<file path="config.mk">
export PLATFORM = sky130hd
export DESIGN_NAME = apb_ucpd_rx_sym_flat
export DESIGN_NICKNAME = d
export VERILOG_FILES = /design/src/rtl/apb_ucpd_pkg.sv /design/src/rtl/apb_ucpd_rx_sym_if.sv /design/src/rtl/apb_ucpd_dec5b4b.sv /design/src/rtl/apb_ucpd_rx_sym.sv /design/src/flat_wrapper.sv
export SDC_FILE = /design/constraint.sdc
export NUM_CORES = 1
export LEC_CHECK = 0
export CORE_UTILIZATION = 64
export DETAILED_ROUTE_END_ITERATION = 10
export MAX_ROUTING_LAYER = met4
export PLACE_DENSITY = 0.94
export SYNTH_ARGS = -nofsm -noshare
export SYNTH_HDL_FRONTEND = slang
export SYNTH_SLANG_ARGS = --single-unit
</file>
<file path="constraint.sdc">
create_clock -name ic_clk -period 13.9 [get_ports ic_clk]
set_input_delay 1.39 -clock ic_clk [delete_from_list [all_inputs] [get_ports ic_clk]]
set_output_delay 1.39 -clock ic_clk [all_outputs]
set_load 0.01 [all_outputs]
</file>
<file path="src/rtl/apb_ucpd_pkg.sv">
// UCPD receive shared definitions: K-codes, ordered-set patterns, sop type, event and state encodings.
// Ordered sets are packed with the first symbol in bits [4:0], matching the receive window.
package apb_ucpd_pkg;

   localparam logic [4:0] K_SYNC1 = 5'b11000;
   localparam logic [4:0] K_SYNC2 = 5'b10001;
   localparam logic [4:0] K_SYNC3 = 5'b00110;
   localparam logic [4:0] K_RST1  = 5'b00111;
   localparam logic [4:0] K_RST2  = 5'b11001;
   localparam logic [4:0] K_EOP   = 5'b01101;

   typedef enum logic [2:0] {
      SOP_T_SOP  = 3'd0,
      SOP_T_SOP1 = 3'd1,
      SOP_T_SOP2 = 3'd2,
      SOP_T_HRST = 3'd3,
      SOP_T_CRST = 3'd4
   } sop_type_e;

   typedef enum logic [1:0] {
      ST_IDLE = 2'd0,
      ST_PRE  = 2'd1,
      ST_SOP  = 2'd2,
      ST_DATA = 2'd3
   } rx_state_e;

   typedef struct packed {
      logic pre;
      logic sop;
      logic hrst;
      logic crst;
      logic byte_vld;
      logic eop;
      logic err;
   } rx_evt_t;

   function automatic logic [19:0] os_pattern(input sop_type_e t);
      case (t)
         SOP_T_SOP:  os_pattern = {K_SYNC2, K_SYNC1, K_SYNC1, K_SYNC1};
         SOP_T_SOP1: os_pattern = {K_SYNC3, K_SYNC3, K_SYNC1, K_SYNC1};
         SOP_T_SOP2: os_pattern = {K_SYNC3, K_SYNC1, K_SYNC3, K_SYNC1};
         SOP_T_HRST: os_pattern = {K_RST2,  K_RST1,  K_RST1,  K_RST1};
         default:    os_pattern = {K_SYNC3, K_RST1,  K_SYNC1, K_RST1};
      endcase
   endfunction

   // Tie-break order when several sets qualify: HRST, CRST, SOP, SOP', SOP''.
   function automatic sop_type_e os_prio(input int idx);
      case (idx)
         0:       os_prio = SOP_T_HRST;
         1:       os_prio = SOP_T_CRST;
         2:       os_prio = SOP_T_SOP;
         3:       os_prio = SOP_T_SOP1;
         default: os_prio = SOP_T_SOP2;
      endcase
   endfunction

   function automatic logic [2:0] os_hits(input logic [19:0] w, input logic [19:0] os);
      logic [2:0] n;
      n = 3'd0;
      for (int k = 0; k < 4; k++) begin
         if (w[5*k +: 5] == os[5*k +: 5]) n = n + 3'd1;
      end
      return n;
   endfunction

endpackage

</file>
<file path="src/rtl/apb_ucpd_rx_sym_if.sv">
// Bit-stream input and status/byte output bundle of the UCPD receive symbol engine.
interface apb_ucpd_rx_sym_if;
   logic       ucpden;
   logic       rx_en;
   logic       rx_bit;
   logic       rx_bit_vld;
   logic       rx_pre_cmplt;
   logic       rx_sop_cmplt;
   logic [2:0] rx_sop_type;
   logic       hrst_vld;
   logic       crst_vld;
   logic [7:0] rx_byte;
   logic       rx_byte_vld;
   logic [9:0] rx_byte_cnt;
   logic       eop_ok;
   logic       rx_err;

   modport master (
      output ucpden, rx_en, rx_bit, rx_bit_vld,
      input  rx_pre_cmplt, rx_sop_cmplt, rx_sop_type, hrst_vld, crst_vld,
             rx_byte, rx_byte_vld, rx_byte_cnt, eop_ok, rx_err
   );

   modport slave (
      input  ucpden, rx_en, rx_bit, rx_bit_vld,
      output rx_pre_cmplt, rx_sop_cmplt, rx_sop_type, hrst_vld, crst_vld,
             rx_byte, rx_byte_vld, rx_byte_cnt, eop_ok, rx_err
   );
endinterface

</file>
<file path="src/rtl/apb_ucpd_dec5b4b.sv">
// Combinational 5b->4b symbol decoder; zero latency, no backpressure.
// Symbols are given bit4..bit0 with bit0 received first.
module apb_ucpd_dec5b4b (
   input  logic [4:0] sym,
   output logic [3:0] data,
   output logic       is_data,
   output logic       is_eop,
   output logic       is_kcode
);
   import apb_ucpd_pkg::*;

   always_comb begin
      data    = 4'h0;
      is_data = 1'b1;
      case (sym)
         5'b11110: data = 4'h0;
         5'b01001: data = 4'h1;
         5'b10100: data = 4'h2;
         5'b10101: data = 4'h3;
         5'b01010: data = 4'h4;
         5'b01011: data = 4'h5;
         5'b01110: data = 4'h6;
         5'b01111: data = 4'h7;
         5'b10010: data = 4'h8;
         5'b10011: data = 4'h9;
         5'b10110: data = 4'hA;
         5'b10111: data = 4'hB;
         5'b11010: data = 4'hC;
         5'b11011: data = 4'hD;
         5'b11100: data = 4'hE;
         5'b11101: data = 4'hF;
         default:  is_data = 1'b0;
      endcase
      is_eop   = (sym == K_EOP);
      is_kcode = (sym == K_SYNC1) || (sym == K_SYNC2) || (sym == K_SYNC3) ||
                 (sym == K_RST1)  || (sym == K_RST2)  || is_eop;
   end
endmodule

</file>
<file path="src/rtl/apb_ucpd_rx_sym.sv">
// UCPD receive symbol engine: preamble, ordered-set match, 4b5b bytes, EOP; registered pulses 1 cycle after the completing bit, advances only on rx_bit_vld.
// Define UCPD_SOP_3OF4_EN to accept ordered sets with 3 of 4 K-codes matching.
module apb_ucpd_rx_sym #(
   parameter int PRE_MIN   = 20,
   parameter int SOP_TMO   = 96,
   parameter int MAX_BYTES = 264
) (
   input logic              ic_clk,
   input logic              ic_rst,
   apb_ucpd_rx_sym_if.slave rx
);
   import apb_ucpd_pkg::*;

`ifdef UCPD_SOP_3OF4_EN
   localparam logic [2:0] OS_MIN_HITS = 3'd3;
`else
   localparam logic [2:0] OS_MIN_HITS = 3'd4;
`endif

   rx_state_e  state_q, state_d;
   logic [19:0] win_q, win_d, win_nxt;
   logic [6:0]  cnt_q, cnt_d, cnt_inc, alt;
   logic [7:0]  byte_q, byte_d;
   logic [9:0]  bcnt_q, bcnt_d;
   sop_type_e   type_q, type_d, os_type;
   rx_evt_t     evt_q, evt_d;
   logic        os_hit;
   logic [2:0]  hits, best;

   logic [3:0] lo_dat, hi_dat;
   logic       lo_is_data, lo_is_eop, lo_is_kcode;
   logic       hi_is_data, hi_is_eop, hi_is_kcode;
   logic       unused_dec;

   assign win_nxt = {rx.rx_bit, win_q[19:1]};
   assign cnt_inc = cnt_q + 7'd1;
   assign alt     = ((cnt_q != 7'd0) && (rx.rx_bit != win_q[19])) ? cnt_inc : 7'd1;

   // At the 5th data bit the newest-symbol slot (hi decoder) holds the lo symbol.
   apb_ucpd_dec5b4b u_dec_lo (
      .sym(win_nxt[14:10]), .data(lo_dat), .is_data(lo_is_data),
      .is_eop(lo_is_eop), .is_kcode(lo_is_kcode)
   );
   apb_ucpd_dec5b4b u_dec_hi (
      .sym(win_nxt[19:15]), .data(hi_dat), .is_data(hi_is_data),
      .is_eop(hi_is_eop), .is_kcode(hi_is_kcode)
   );
   assign unused_dec = lo_is_eop ^ lo_is_kcode ^ hi_is_kcode;

   always_comb begin
      os_hit  = 1'b0;
      os_type = SOP_T_SOP;
      best    = 3'd0;
      hits    = 3'd0;
      for (int i = 0; i < 5; i++) begin
         hits = os_hits(win_nxt, os_pattern(os_prio(i)));
         if ((hits >= OS_MIN_HITS) && (hits > best)) begin
            best    = hits;
            os_hit  = 1'b1;
            os_type = os_prio(i);
         end
      end
   end

   always_comb begin
      state_d = state_q;
      win_d   = win_q;
      cnt_d   = cnt_q;
      byte_d  = byte_q;
      bcnt_d  = bcnt_q;
      type_d  = type_q;
      evt_d   = '0;
      if (!rx.ucpden || !rx.rx_en) begin
         state_d = ST_IDLE;
         win_d   = '0;
         cnt_d   = '0;
      end else begin
         case (state_q)
            ST_IDLE: begin
               state_d = ST_PRE;
               win_d   = '0;
               cnt_d   = '0;
               bcnt_d  = '0;
            end
            ST_PRE: if (rx.rx_bit_vld) begin
               win_d = win_nxt;
               if (alt == 7'(PRE_MIN)) begin
                  evt_d.pre = 1'b1;
                  state_d   = ST_SOP;
                  cnt_d     = '0;
               end else begin
                  cnt_d = alt;
               end
            end
            ST_SOP: if (rx.rx_bit_vld) begin
               win_d = win_nxt;
               if (os_hit) begin
                  type_d = os_type;
                  if (os_type == SOP_T_HRST) begin
                     evt_d.hrst = 1'b1;
                     state_d    = ST_IDLE;
                  end else if (os_type == SOP_T_CRST) begin
                     evt_d.crst = 1'b1;
                     state_d    = ST_IDLE;
                  end else begin
                     evt_d.sop = 1'b1;
                     state_d   = ST_DATA;
                     cnt_d     = '0;
                  end
               end else if (cnt_inc == 7'(SOP_TMO)) begin
                  evt_d.err = 1'b1;
                  state_d   = ST_IDLE;
               end else begin
                  cnt_d = cnt_inc;
               end
            end
            ST_DATA: if (rx.rx_bit_vld) begin
               win_d = win_nxt;
               cnt_d = cnt_inc;
               if (cnt_q == 7'd4) begin
                  if (hi_is_eop) begin
                     evt_d.eop = 1'b1;
                     state_d   = ST_IDLE;
                  end else if (!hi_is_data) begin
                     evt_d.err = 1'b1;
                     state_d   = ST_IDLE;
                  end
               end else if (cnt_q == 7'd9) begin
                  cnt_d = '0;
                  if (!hi_is_data || !lo_is_data || (bcnt_q == 10'(MAX_BYTES))) begin
                     evt_d.err = 1'b1;
                     state_d   = ST_IDLE;
                  end else begin
                     byte_d         = {hi_dat, lo_dat};
                     bcnt_d         = bcnt_q + 10'd1;
                     evt_d.byte_vld = 1'b1;
                  end
               end
            end
            default: state_d = ST_IDLE;
         endcase
      end
   end

   always_ff @(posedge ic_clk or posedge ic_rst) begin
      if (ic_rst) begin
         state_q <= ST_IDLE;
         win_q   <= '0;
         cnt_q   <= '0;
         byte_q  <= '0;
         bcnt_q  <= '0;
         type_q  <= SOP_T_SOP;
         evt_q   <= '0;
      end else begin
         state_q <= state_d;
         win_q   <= win_d;
         cnt_q   <= cnt_d;
         byte_q  <= byte_d;
         bcnt_q  <= bcnt_d;
         type_q  <= type_d;
         evt_q   <= evt_d;
      end
   end

   assign rx.rx_pre_cmplt = evt_q.pre;
   assign rx.rx_sop_cmplt = evt_q.sop;
   assign rx.hrst_vld     = evt_q.hrst;
   assign rx.crst_vld     = evt_q.crst;
   assign rx.rx_byte_vld  = evt_q.byte_vld;
   assign rx.eop_ok       = evt_q.eop;
   assign rx.rx_err       = evt_q.err;
   assign rx.rx_sop_type  = type_q;
   assign rx.rx_byte      = byte_q;
   assign rx.rx_byte_cnt  = bcnt_q;
endmodule

</file>
<file path="src/flat_wrapper.sv">
// flat-port wrapper written by rule: the top's interface ports become plain ports
module apb_ucpd_rx_sym_flat import apb_ucpd_pkg::*;
#(
   parameter int PRE_MIN   = 20,
   parameter int SOP_TMO   = 96,
   parameter int MAX_BYTES = 264
)
  (ic_clk, ic_rst, rx_ucpden, rx_rx_en, rx_rx_bit, rx_rx_bit_vld, rx_rx_pre_cmplt, rx_rx_sop_cmplt, rx_rx_sop_type, rx_hrst_vld, rx_crst_vld, rx_rx_byte, rx_rx_byte_vld, rx_rx_byte_cnt, rx_eop_ok, rx_rx_err);
  apb_ucpd_rx_sym_if rx_i ();
  input logic ic_clk;
  input logic ic_rst;
  input wire logic [$bits(rx_i.ucpden)-1:0] rx_ucpden;
  input wire logic [$bits(rx_i.rx_en)-1:0] rx_rx_en;
  input wire logic [$bits(rx_i.rx_bit)-1:0] rx_rx_bit;
  input wire logic [$bits(rx_i.rx_bit_vld)-1:0] rx_rx_bit_vld;
  output wire logic [$bits(rx_i.rx_pre_cmplt)-1:0] rx_rx_pre_cmplt;
  output wire logic [$bits(rx_i.rx_sop_cmplt)-1:0] rx_rx_sop_cmplt;
  output wire logic [$bits(rx_i.rx_sop_type)-1:0] rx_rx_sop_type;
  output wire logic [$bits(rx_i.hrst_vld)-1:0] rx_hrst_vld;
  output wire logic [$bits(rx_i.crst_vld)-1:0] rx_crst_vld;
  output wire logic [$bits(rx_i.rx_byte)-1:0] rx_rx_byte;
  output wire logic [$bits(rx_i.rx_byte_vld)-1:0] rx_rx_byte_vld;
  output wire logic [$bits(rx_i.rx_byte_cnt)-1:0] rx_rx_byte_cnt;
  output wire logic [$bits(rx_i.eop_ok)-1:0] rx_eop_ok;
  output wire logic [$bits(rx_i.rx_err)-1:0] rx_rx_err;
  assign rx_i.ucpden = rx_ucpden;
  assign rx_i.rx_en = rx_rx_en;
  assign rx_i.rx_bit = rx_rx_bit;
  assign rx_i.rx_bit_vld = rx_rx_bit_vld;
  assign rx_rx_pre_cmplt = rx_i.rx_pre_cmplt;
  assign rx_rx_sop_cmplt = rx_i.rx_sop_cmplt;
  assign rx_rx_sop_type = rx_i.rx_sop_type;
  assign rx_hrst_vld = rx_i.hrst_vld;
  assign rx_crst_vld = rx_i.crst_vld;
  assign rx_rx_byte = rx_i.rx_byte;
  assign rx_rx_byte_vld = rx_i.rx_byte_vld;
  assign rx_rx_byte_cnt = rx_i.rx_byte_cnt;
  assign rx_eop_ok = rx_i.eop_ok;
  assign rx_rx_err = rx_i.rx_err;
  apb_ucpd_rx_sym #(.PRE_MIN(PRE_MIN), .SOP_TMO(SOP_TMO), .MAX_BYTES(MAX_BYTES)) u_core (.ic_clk(ic_clk), .ic_rst(ic_rst), .rx(rx_i));
endmodule
</file>
==> out/results.md <==
### Pwr
• largest voltage drop on the vdd net: 63.1 uV
• Reg power frac: 60.1%
• power per unit of standard cell area: 59.7 nW/um^2
• Pint: 0.209 mW
• fraction of power consumed by the clock network: 34.5%
• switching power total: 0.0653 mW
• Tot Pwr: 0.274 mW
• Leakage: 2.01 nW
• net switching share of the total power: 23.8%
• Comb power frac: 5.4%

### Setup path
• worst r2r src: u_core.win_q[4]
• highest-delay cell along the critical path: sky130_fd_sc_hd__clkdlybuf4s50_1
• r2r endpoint: u_core.cnt_q[2]
• data arrival at the endpoint of the critical path: 9.80 ns
• depth of the worst register-to-register path: 38
• type of the worst setup path: in2reg
• stage delay of the slowest cell on the critical path: 0.61 ns
• required time of the critical path: 14.10 ns
• Critical Path Source: rx_rx_bit
• CP Max Fanout: 12
• Critical Path End Type: register
• startpoint class of the critical path: input port
• r2r setup slk: 4.93 ns

### STA
• number of pins with negative max-slew slack in the final report: 0
• Setup-failing EPs final: 0
• Max Clk Rate: 104 MHz
• worst clock skew: 0.00856 ns
• Slew Limit Headroom: 31.5%
• post-route clock period utilization: 69.1%
• Worst Hold Slack: 0.474 ns
• setup total negative slack: 0 ns
• Final Hold Vio Count: 0
• time the final worst path needs with I/O delays and setup: 9.60 ns
• Worst Max-Slew Pin Slew: 1.02 ns
• setup repair after global routing missed its margin: false
• setup slack after layout: 4.30 ns

### CTS
• Clock H-tree levels: 2
• Max clock buf depth: 2
• Num Clock Sinks: 56
• library cell used as clock root buffer: sky130_fd_sc_hd__clkbuf_8
• clock-pin slew reported for the worst setup and hold paths after clock tree synthesis: 0.10 ns
• number of setup buffers added after CTS: 0
• post-CTS resize count: 0
• CTS tree: yes
• clock latency of the later-clocked register in the worst-skew pair: 0.31 ns
• number of hold-repair buffers added at the cts stage: 0
• CTS buffer count: 5

### Final layout
• most common cell after layout, fill and taps aside: sky130_fd_sc_hd__nand2_1
• Area growth, synth to finish: 10.4%
• area of all placed cells without fillers: 4600 um^2
• area taken by multi-input logic gates: 2540 um^2
• area of all sequential standard cells: 1400 um^2
• layout cell share with drive strength beyond 1: 7.06%
• fin util: 72.8%
• commonest cells after routing, fill and taps aside: sky130_fd_sc_hd__nand2_1 (60), sky130_fd_sc_hd__dfrtp_1 (56), sky130_fd_sc_hd__nor2_1 (49), sky130_fd_sc_hd__clkdlybuf4s50_1 (33), sky130_fd_sc_hd__ha_1 (29)
• fillcell total: 464
• antenna diode count: 0
• number of standard cells in the layout, taps in and fillers out: 573
• Final #Nets: 530

### Synth
• share of synthesized area occupied by flip-flops and latches: 33.7%
• Main synth FF type: sky130_fd_sc_hd__dfrtp_1
• EDFF count, synth: 0
• gate count after technology mapping: 477
• library cell with the largest summed area after synthesis: sky130_fd_sc_hd__dfrtp_1
• Mapped Area: 4160 um^2
• YS warnings: 0
• net count of the mapped netlist: 512
• proportion of register bits with asynchronous set or reset after synthesis: 100%
• synthesis-stage register bit count: 56
• leading cell types by total area after synthesis: sky130_fd_sc_hd__dfrtp_1 (34%), sky130_fd_sc_hd__ha_1 (8.7%), sky130_fd_sc_hd__mux2i_1 (5.5%), sky130_fd_sc_hd__nand2_1 (5.4%), sky130_fd_sc_hd__nor2_1 (4.4%)
• mean instance size in the synthesized netlist: 8.72 um^2
• Unique masters post-synth: 70
• share of the synthesized area in the top cell type: 33.7%

### Placement
• total instance count after detailed placement: 565
• RD Place Congestion: 0.938
• placed instance area: 4500 um^2
• HPWL after detailed placement: 6530 um
• count of buffers from port buffering: 33
• DP Worst Slack: 4.14 ns

### Floorplanning
• site row count: 29
• ports placed on the boundary: 34
• Core Area: 6310 um^2
• horizontal die dimension: 82.6 um
• Die Outline Area: 6830 um^2
• die height: 82.6 um
• Initial Util: 65.9%

### GRT
• largest net degree at the start of global routing: 57
• via count of the first global-routing pass: 3305
• total congestion overflow after global routing: 0
• overall fraction of global-route tracks in use: 28.2%
• global-route wire length before repair: 14500 um
• number of antenna violations at the first check in global routing: 0

### Drt
• drc violations: 0
• first drt pass iteration count: 4
• total routed wirelength: 8530 um
• routed vias: 3435
• average wire length per cell after detail routing: 14.9 um
• Antenna Nets Post-Route: 0
• DRC marker count from the first detailed-route iteration: 266
• detailed-route vias per instance: 5.99

### Min path
• HP Start: u_core.rx.rx_byte[5]
• Hold Path Cell Cnt: 2
• class of the tightest hold or removal check: reg2reg
• end of the worst hold path: u_core.rx.rx_byte[5]

### Outcome
• status: finished clean

### Run
• max-capacitance violation count: 0

## how the worst max path moves through the flow
stage | end | slack, ns
CTS | u_core.cnt_q[2] | 4.44
finish | u_core.cnt_q[2] | 4.30
detailed placement | u_core.cnt_q[2] | 4.14
global route | u_core.cnt_q[2] | 3.68
floorplan | u_core.cnt_q[3] | 5.99
global placement | u_core.cnt_q[2] | 4.70
## registers in the layout, indices dropped and copies added, names as in the netlist
| name | flops |
|---|---|
| u_core.rx.rx_sop_type | 3 |
| u_core.rx.rx_byte_vld | 1 |
| u_core.rx.rx_byte_cnt | 10 |
| u_core.rx.rx_sop_cmplt | 1 |
| u_core.rx.rx_byte | 8 |
| u_core.rx.hrst_vld | 1 |
| u_core.cnt_q | 7 |
| u_core.rx.rx_err | 1 |
| u_core.state_q | 2 |
| u_core.rx.rx_pre_cmplt | 1 |
| u_core.win_q | 19 |
| u_core.rx.crst_vld | 1 |
| u_core.rx.eop_ok | 1 |
## power by group through the flow
| stage | sequential (mW) | clock, mW | combinational (mW) |
|---|---|---|---|
| after floorplan | 0.167 | 0 | 0.0117 |
| after global placement | 0.168 | 0 | 0.0144 |
| after detailed placement | 0.168 | 0 | 0.0148 |
| after CTS | 0.165 | 0.0960 | 0.0149 |
| after global routing | 0.165 | 0.103 | 0.0164 |
| final | 0.165 | 0.0947 | 0.0147 |
## metal layers
layer / track usage (%) / part of all wire (%) / up-vias
met4: 12.6 / 3.3 / 0
met3: 4.29 / 4.3 / 26
li1: - / - / 1686
met2: 48.4 / 50 / 88
met1: 32.5 / 43 / 1635
met5: - / 0 / -
## final cells by class
type | count | share of cell area (%)
multi-input combinational | 367 | 55.2
clock inverter | 2 | 0.327
sequential | 56 | 30.5
timing repair buffer | 36 | 7.68
clock buffer | 6 | 1.80
inverter | 29 | 2.37
tap | 77 | 2.10
## cells in the mapped netlist, drive strengths merged (8+ instances only)
cell type	number
clkbuf	14
nor2	51
xnor2	21
and3	8
nand3	23
inv	29
a21oi	15
nor3	14
xor2	13
dfrtp	56
ha	29
buf	11
nand2	60
mux2i	24
o21ai	20
## logic make-up (layout without fill, tap and decap cells)
group | Yosys count | count (layout) | synth area share (%)
compound gates | 77 | 77 | 13.3
xor+xnor | 34 | 34 | 7.16
fa+ha+maj | 29 | 29 | 8.72
buf+inv | 54 | 73 | 5.32
flops | 56 | 56 | 33.7
mux | 27 | 27 | 6.76
simple gates | 200 | 200 | 25.1
## worst max-delay path: cells and delay by family
family	cells	cell delay, ns
multiplexers	3	0.93
AO/OA/AOI/OAI	12	2.56
AND/OR/NAND/NOR	14	3.09
buffers and inverters	3	0.75
adder cells (fa/ha/maj)	4	1.10
Power figures use the tool's default switching activity.
